==> src/rtl/dm_arbiter.sv <==
// Two-master round-robin arbiter and access sequencer for the single-ported data memory.
// Each access is latched in IDLE, issued for one cycle, then waits out the read latency.
module dm_arbiter #(
  parameter int MEM_LAT = 1,
  parameter int ADDR_W  = 32
) (
  input  logic              clk,
  input  logic              reset,
  input  logic              req0,
  input  logic              we0,
  input  logic [ADDR_W-1:0] addr0,
  input  logic [31:0]       wdata0,
  input  logic [3:0]        byteen0,
  output logic              done0,
  output logic [31:0]       rdata0,
  input  logic              req1,
  input  logic              we1,
  input  logic [ADDR_W-1:0] addr1,
  input  logic [31:0]       wdata1,
  input  logic [3:0]        byteen1,
  output logic              done1,
  output logic [31:0]       rdata1,
  output logic              busy,
  output logic              mem_en,
  output logic              mem_we,
  output logic [ADDR_W-1:0] mem_addr,
  output logic [31:0]       mem_wdata,
  output logic [3:0]        mem_byteen,
  input  logic [31:0]       mem_rdata
);

  typedef enum logic [1:0] {IDLE, ISSUE, WAIT} state_t;

  state_t            state, state_nxt;
  logic              last;
  logic              gnt;
  logic              sel_p0;
  logic              we_p0;
  logic [ADDR_W-1:0] addr_p0;
  logic [31:0]       wdata_p0;
  logic [3:0]        byteen_p0;
  logic [2:0]        cnt_p0;
  logic              done_s;
  logic [31:0]       rdata_s;

  // On a tie the master that did not win last time is granted.
  assign gnt = (req0 && req1) ? ~last : req1;

  always_ff @(posedge clk) begin
    if (reset) begin
      state     <= IDLE;
      last      <= 1'b1;
      sel_p0    <= 1'b0;
      we_p0     <= 1'b0;
      addr_p0   <= '0;
      wdata_p0  <= '0;
      byteen_p0 <= '0;
      cnt_p0    <= '0;
    end else begin
      state <= state_nxt;
      case (state)
        IDLE: begin
          if (req0 || req1) begin
            sel_p0    <= gnt;
            last      <= gnt;
            we_p0     <= gnt ? we1 : we0;
            addr_p0   <= gnt ? addr1 : addr0;
            wdata_p0  <= gnt ? wdata1 : wdata0;
            byteen_p0 <= gnt ? byteen1 : byteen0;
          end
        end
        ISSUE: begin
          if (!we_p0) cnt_p0 <= 3'(MEM_LAT);
        end
        WAIT: cnt_p0 <= cnt_p0 - 3'd1;
        default: cnt_p0 <= cnt_p0;
      endcase
    end
  end

  // Memory-side outputs are only driven from the latched access, and only in ISSUE.
  always_comb begin
    state_nxt  = state;
    busy       = 1'b0;
    mem_en     = 1'b0;
    mem_we     = 1'b0;
    mem_addr   = '0;
    mem_wdata  = '0;
    mem_byteen = '0;
    done_s     = 1'b0;
    rdata_s    = '0;
    case (state)
      IDLE: begin
        if (req0 || req1) state_nxt = ISSUE;
      end
      ISSUE: begin
        busy       = 1'b1;
        mem_en     = !we_p0 || (byteen_p0 != 4'b0000);
        mem_we     = we_p0;
        mem_addr   = addr_p0 & {{(ADDR_W-2){1'b1}}, 2'b00};
        mem_wdata  = wdata_p0;
        mem_byteen = we_p0 ? byteen_p0 : 4'b0000;
        if (we_p0) begin
          done_s    = 1'b1;
          state_nxt = IDLE;
        end else begin
          state_nxt = WAIT;
        end
      end
      WAIT: begin
        busy = 1'b1;
        if (cnt_p0 == 3'd1) begin
          done_s    = 1'b1;
          rdata_s   = mem_rdata;
          state_nxt = IDLE;
        end
      end
      default: state_nxt = IDLE;
    endcase
  end

  assign done0  = done_s & ~sel_p0;
  assign done1  = done_s & sel_p0;
  assign rdata0 = sel_p0 ? 32'h0 : rdata_s;
  assign rdata1 = sel_p0 ? rdata_s : 32'h0;

endmodule

==> config.mk <==
export PLATFORM = sky130hd
export DESIGN_NAME = dm_arbiter
export DESIGN_NICKNAME = d
export VERILOG_FILES = /design/src/rtl/dm_arbiter.sv
export SDC_FILE = /design/constraint.sdc
export NUM_CORES = 1
export LEC_CHECK = 0
export CAP_MARGIN = 10
export CORE_MARGIN = 3
export CORE_UTILIZATION = 33
export CTS_BUF_LIST = sky130_fd_sc_hd__clkbuf_8
export DETAILED_ROUTE_END_ITERATION = 12
export PLACE_DENSITY = 0.83
export SETUP_SLACK_MARGIN = 0.4
export SLEW_MARGIN = 30
export SYNTH_ARGS = -nofsm -noshare
export SYNTH_HDL_FRONTEND = slang
export SYNTH_SLANG_ARGS = --single-unit
==> constraint.sdc <==
create_clock -name clk -period 1.6 [get_ports clk]
set_input_delay 0.4 -clock clk [delete_from_list [all_inputs] [get_ports clk]]
set_output_delay 0.4 -clock clk [all_outputs]
set_load 0.1 [all_outputs]
==> results of run 1 <==
-- logic make-up after synthesis --
| kind of cell | Yosys count | share of synthesized area, % |
|---|---|---|
| buffers and inverters | 65 | 6.638 |
| AND/OR/NAND/NOR | 281 | 32.70 |
| AO/OA/AOI/OAI | 153 | 24.73 |
| flip-flops | 74 | 34.17 |
| other | 1 | 0.08650 |
| adder cells (fa/ha/maj) | 5 | 1.443 |
| multiplexers | 1 | 0.2309 |
-- layer usage --
metal	GRT overflow	global-route usage, %
met1	0	76.55
met4	122	93.63
met5	1	9.559
met2	221	101.3
met3	2	64.55
-- repair_timing --
action	4_1_cts
setup buffers	39
gates resized for setup	75
pin swaps	57
cloned	21
hold buffers	0
setup endpoints to repair	209
-- per-stage QoR --
step	setup TNS (ns)	cells	setup WS, ns	hold WS (ns)	utilization (%)
detailed placement	-41.56	1042	-0.4678	0.4731	79.43
floorplan	-25.85	581	-0.4346	0.4496	-
global placement	-35.45	1042	-0.4015	0.4584	79.43
CTS	-74.80	1118	-0.5925	0.3638	90.71
==> summary.md, run 1 <==
| Metric | Value |
|---|---|
| Status | did not finish |
| Failed at | global routing |
| Tool error | [ERROR GRT-0232] Routing congestion too high. Check the congestion heatmap in the GUI. |
| CTS Sinks | 74 |
| List of most frequent post-synthesis cells | dfxtp_1 (74), nor2_1 (72), a21oi_1 (70), and3_1 (68), nand2_1 (68) |
| Number of synthesized flops with an enable pin | 0 |
| Initial Util | roughly a third |
| Worst setup endpoint after the global-route repair_timing | rdata1[25] |
| Synth cell types | 32 |
| Count leader, synth | dfxtp_1 |
| YS warnings | 0 |
| Syn Area/Cell | about 7.5 um2 |
| Top cells by area, synth | dfxtp_1 (34%), and3_1 (9.8%), and2_1 (8.9%), a211oi_1 (8.1%), a21oi_1 (8.1%) |
| Worst-case clock buffer depth | 2 |
| Cell Area, Placed | 0.01010 mm2 |
| Top-area cell type share of the netlist area | 34.17% |
| Yosys top cell by area | dfxtp_1 |
| Fraction of registers with async set/reset | 0% |
| Placer Congestion | between 0.8 and 0.9 |
| Sequential area share after synthesis | around a third |
| Total GRT Usage | 81.59% |
| Synth Instances | 580 |
| Flops & latches, synth | 74 |
| CTS buffer count | 9 |
| Remaining Overflow, GRT | between 300 and 400 |
| Number of H-tree levels | 3 |
| I/O pin count | ~310 |
| DP HPWL | between 15000 and 20000 um |
| Die width | between 100 and 150 um |
| WEP type | output port |
| Cell area after synthesis | ~0.0043 mm2 |
| Chip height | 120.6 um |
| CTS root buf | clkbuf_8 |
| Port Buffers | between 300 and 400 |
| Pin count of the biggest net entering global routing | 40 |
| Main synth FF type | dfxtp_1 |
| Cell Rows | 41 |
==> run 2: changes to the inputs <==
CORE_AREA = 3 3 119 121   (was default)
CORE_MARGIN = default   (was 3)
CORE_UTILIZATION = default   (was 33)
CTS_BUF_LIST = default   (was sky130_fd_sc_hd__clkbuf_8)
DIE_AREA = 0 0 122 124   (was default)
PLACE_DENSITY = default   (was 0.83)
PLACE_DENSITY_LB_ADDON = 0.15   (was default)
SETUP_SLACK_MARGIN = default   (was 0.4)
clock period = 2.1 ns   (was 1.6 ns; I/O delays follow)
==> run 2 against run 1 <==
  * Area after synthesis unchanged
  * The flow now finishes, with violations (negative setup slack)
  * Synthesized cell count unchanged
==> summary.md, run 2 <==
| Metric | Value |
|---|---|
| Crit share post-route | 110.9% |
| Cell area after synthesis | 0.004335 mm2 (unchanged) |
| Initial antenna violation count | 0 |
| Yosys top cell by area | dfxtp_1 |
| I/O pin count | 311 (unchanged) |
| Critical Path Start Type | register |
| Clock slew at reported path FFs | around 0.07 ns |
| Share of layout cells above drive strength 1 | a little over two fifths |
| Pwr Total | between 7 and 8 mW |
| Commonest non-fill, non-tap cell in the layout | clkdlybuf4s50_1 |
| DRC | 0 |
| Flops & latches, synth | 74 (unchanged) |
| Initial drt markers | ~280 |
| Total of max-cap violations | 0 |
| Remaining Overflow, GRT | 0 |
| Antenna Cells | 0 |
| Count leader, synth | dfxtp_1 |
| Worst-case clock buffer depth | 2 (unchanged) |
| WP data arrival | roughly 1.8 ns |
| Worst min path class | reg -> reg |
| Area Growth Syn to Fin | 137.5% |
| Post-route antenna net violation count | 0 |
| Top-area cell type share of the netlist area | 34.17% (unchanged) |
| Main synth FF type | dfxtp_1 |
| DR vias | between 5000 and 6000 |
| Post-Route WL | 20750 um |
| CP endpoint kind | output pin |
| Placer Congestion | 0.8099 (-1.8%) |
| Leak | 4.118 nW |
| Dpl ws | -0.01780 ns (+0.4500 ns) |
| Cell Rows | 42 (+2.4%) |
| Total GRT Usage | approximately 25% |
| Worst Clk Skew | around 0.012 ns |
| CTS root buf | clkbuf_16 |
| CP Class | reg -> out |
| Chip height | 124 um (+2.8%) |
| Largest registers | wdata_p0 x32, addr_p0 x30, byteen_p0 x4 |
| Die width | 122 um (+1.1%) |
| Biggest register | wdata_p0 |
| Number of H-tree levels | 3 (unchanged) |
| Nets | 1062 |
| Vias in the first global route | 5439 |
| Worst-Skew Late Latency | approximately 0.34 ns |
| Final min period | roughly 2.3 ns |
| Status | finished, violations left |
| Top cells by area, synth | dfxtp_1 (34%), and3_1 (9.8%), and2_1 (8.9%), a211oi_1 (8.1%), a21oi_1 (8.1%) |
| CTS Sinks | 74 (unchanged) |
| List of most frequent post-synthesis cells | dfxtp_1 (74), nor2_1 (72), a21oi_1 (70), and3_1 (68), nand2_1 (68) |
| Syn Area/Cell | 7.475 um2 (unchanged) |
| Number of synthesized flops with an enable pin | 0 (unchanged) |
| F_max | about 430 MHz |
| Hold Vio Cnt, Final | 0 |
| CTS tree | done |
| Sequential area share after synthesis | 34.17% (unchanged) |
| Core area | 0.01319 mm2 |
| Setup violators final | between 100 and 150 |
| Port Buffers | 304 (unchanged) |
| CTS buffer count | 9 (unchanged) |
| Synth Instances | 580 (unchanged) |
| Synth cell types | 32 (unchanged) |
| DP HPWL | 14470 um (-14%) |
| CP required | 1.57 ns |
| Maximum VDD drop | around 0.00055 V |
| Failing checks | negative setup slack |
| Setup repair after global routing missed its margin | true |
| Final WS setup | -0.2296 ns |
| YS warnings | 0 (unchanged) |
| Avg WL per Cell | approximately 20 um |
| Pin count of the biggest net entering global routing | 41 |
| Crit-path max FO | 5 |
| Slew Limit Fails | 0 |
| Initial Util | 32.87% (-1.2 points) |
| Drt first pass iters | 4 |
| Power Density | between 700 and 800 mW/mm2 |
| Die Area | between 0.015 and 0.02 mm2 |
| Vias per cell | about 5.2 |
| Commonest cells after routing, fill and taps aside | clkdlybuf4s50_1 (168), buf_12 (150), a21oi_1 (70), nor2_1 (70) |
| Max reg flops | 32 |
| Fraction of registers with async set/reset | 0% (unchanged) |
| First-pass GRT wire length | 29320 um |
run 2: cell counts after synthesis:
Identical to the previous run, type by type.
run 2: final cells by class:
class / instances / area, um2
well taps: 176 / 220.2
multi-input cells: 442 / 3144
repair buffers: 350 / 5097
inverters: 6 / 28.78
fillers: 831 / 2895
flip-flops and latches: 74 / 1491
clock buffers: 11 / 252.7
clock inverters: 5 / 60.06
run 2: worst max-delay path, stage by stage (launching register included):
cell       delay [ns]
dfxtp_2          0.32
inv_2            0.07
ha_4             0.13
and3b_2          0.26
buf_6            0.17
clkbuf_16        0.15
and3_4           0.20
buf_12           0.17
run 2: metrics by stage:
stage               cells  hold WS [ns]  utilization (%)  cell area, um2  TNS (ns)
floorplan             581        0.4496                -            4736   -0.2921
global placement     1024        0.4627            71.22            9394         0
detailed placement   1024        0.4778            71.22            9394  -0.04777
CTS                  1049        0.4647            75.56            9967    -12.39
global route         1064        0.5046            78.05           10290    -19.39
finish               1064        0.4853            78.05           10290    -13.69
run 2: cells by family after synthesis:
logic type,after synthesis,synth area share [%]
and+or+nand+nor,281,32.70
AOI/OAI and AO/OA,153,24.73
DFF,74,34.17
buffers and inverters,65,6.638
adders and majority gates,5,1.443
muxes,1,0.2309
other,1,0.08650
run 2: path summary, 6_finish.rpt:
kind                   from        end  slack, ns  cells after the start
setup reg to reg   state[0]   state[1]       0.39                      7
setup / recovery  cnt_p0[1]  rdata1[9]      -0.23                      7
hold reg to reg   cnt_p0[0]  cnt_p0[0]       0.49                      1
hold / removal    cnt_p0[0]  cnt_p0[0]       0.49                      1
run 2: routing by layer:
| metal | wire length, um | GRT usage [%] | up-vias |
|---|---|---|---|
| met5 | 0 | 0 | - |
| li1 | - | - | 2601 |
| met3 | 1449 | 5.995 | 48 |
| met1 | 7582 | 26.82 | 2649 |
| met2 | 11010 | 45.58 | 249 |
| met4 | 709 | 9.874 | 0 |
run 2: report_power, final:
group	total, mW	switching (mW)	leakage (nW)	internal [mW]
combinational	3.79	2.17	3.35	1.61
sequential	1.81	0.148	0.617	1.66
clock	1.61	0.624	0.152	0.989
total	7.21	2.95	4.12	4.27
run 2: repair_timing:
| action | 4_1_cts | 5_1_grt |
|---|---|---|
| hold buffers | 0 | 0 |
| pin swaps | 24 | 36 |
| cloned | 3 | 8 |
| buffers inserted | 6 | 9 |
| gates resized for setup | 41 | 66 |
| setup endpoints to repair | 133 | 134 |
(Power assumes the default switching activity.)
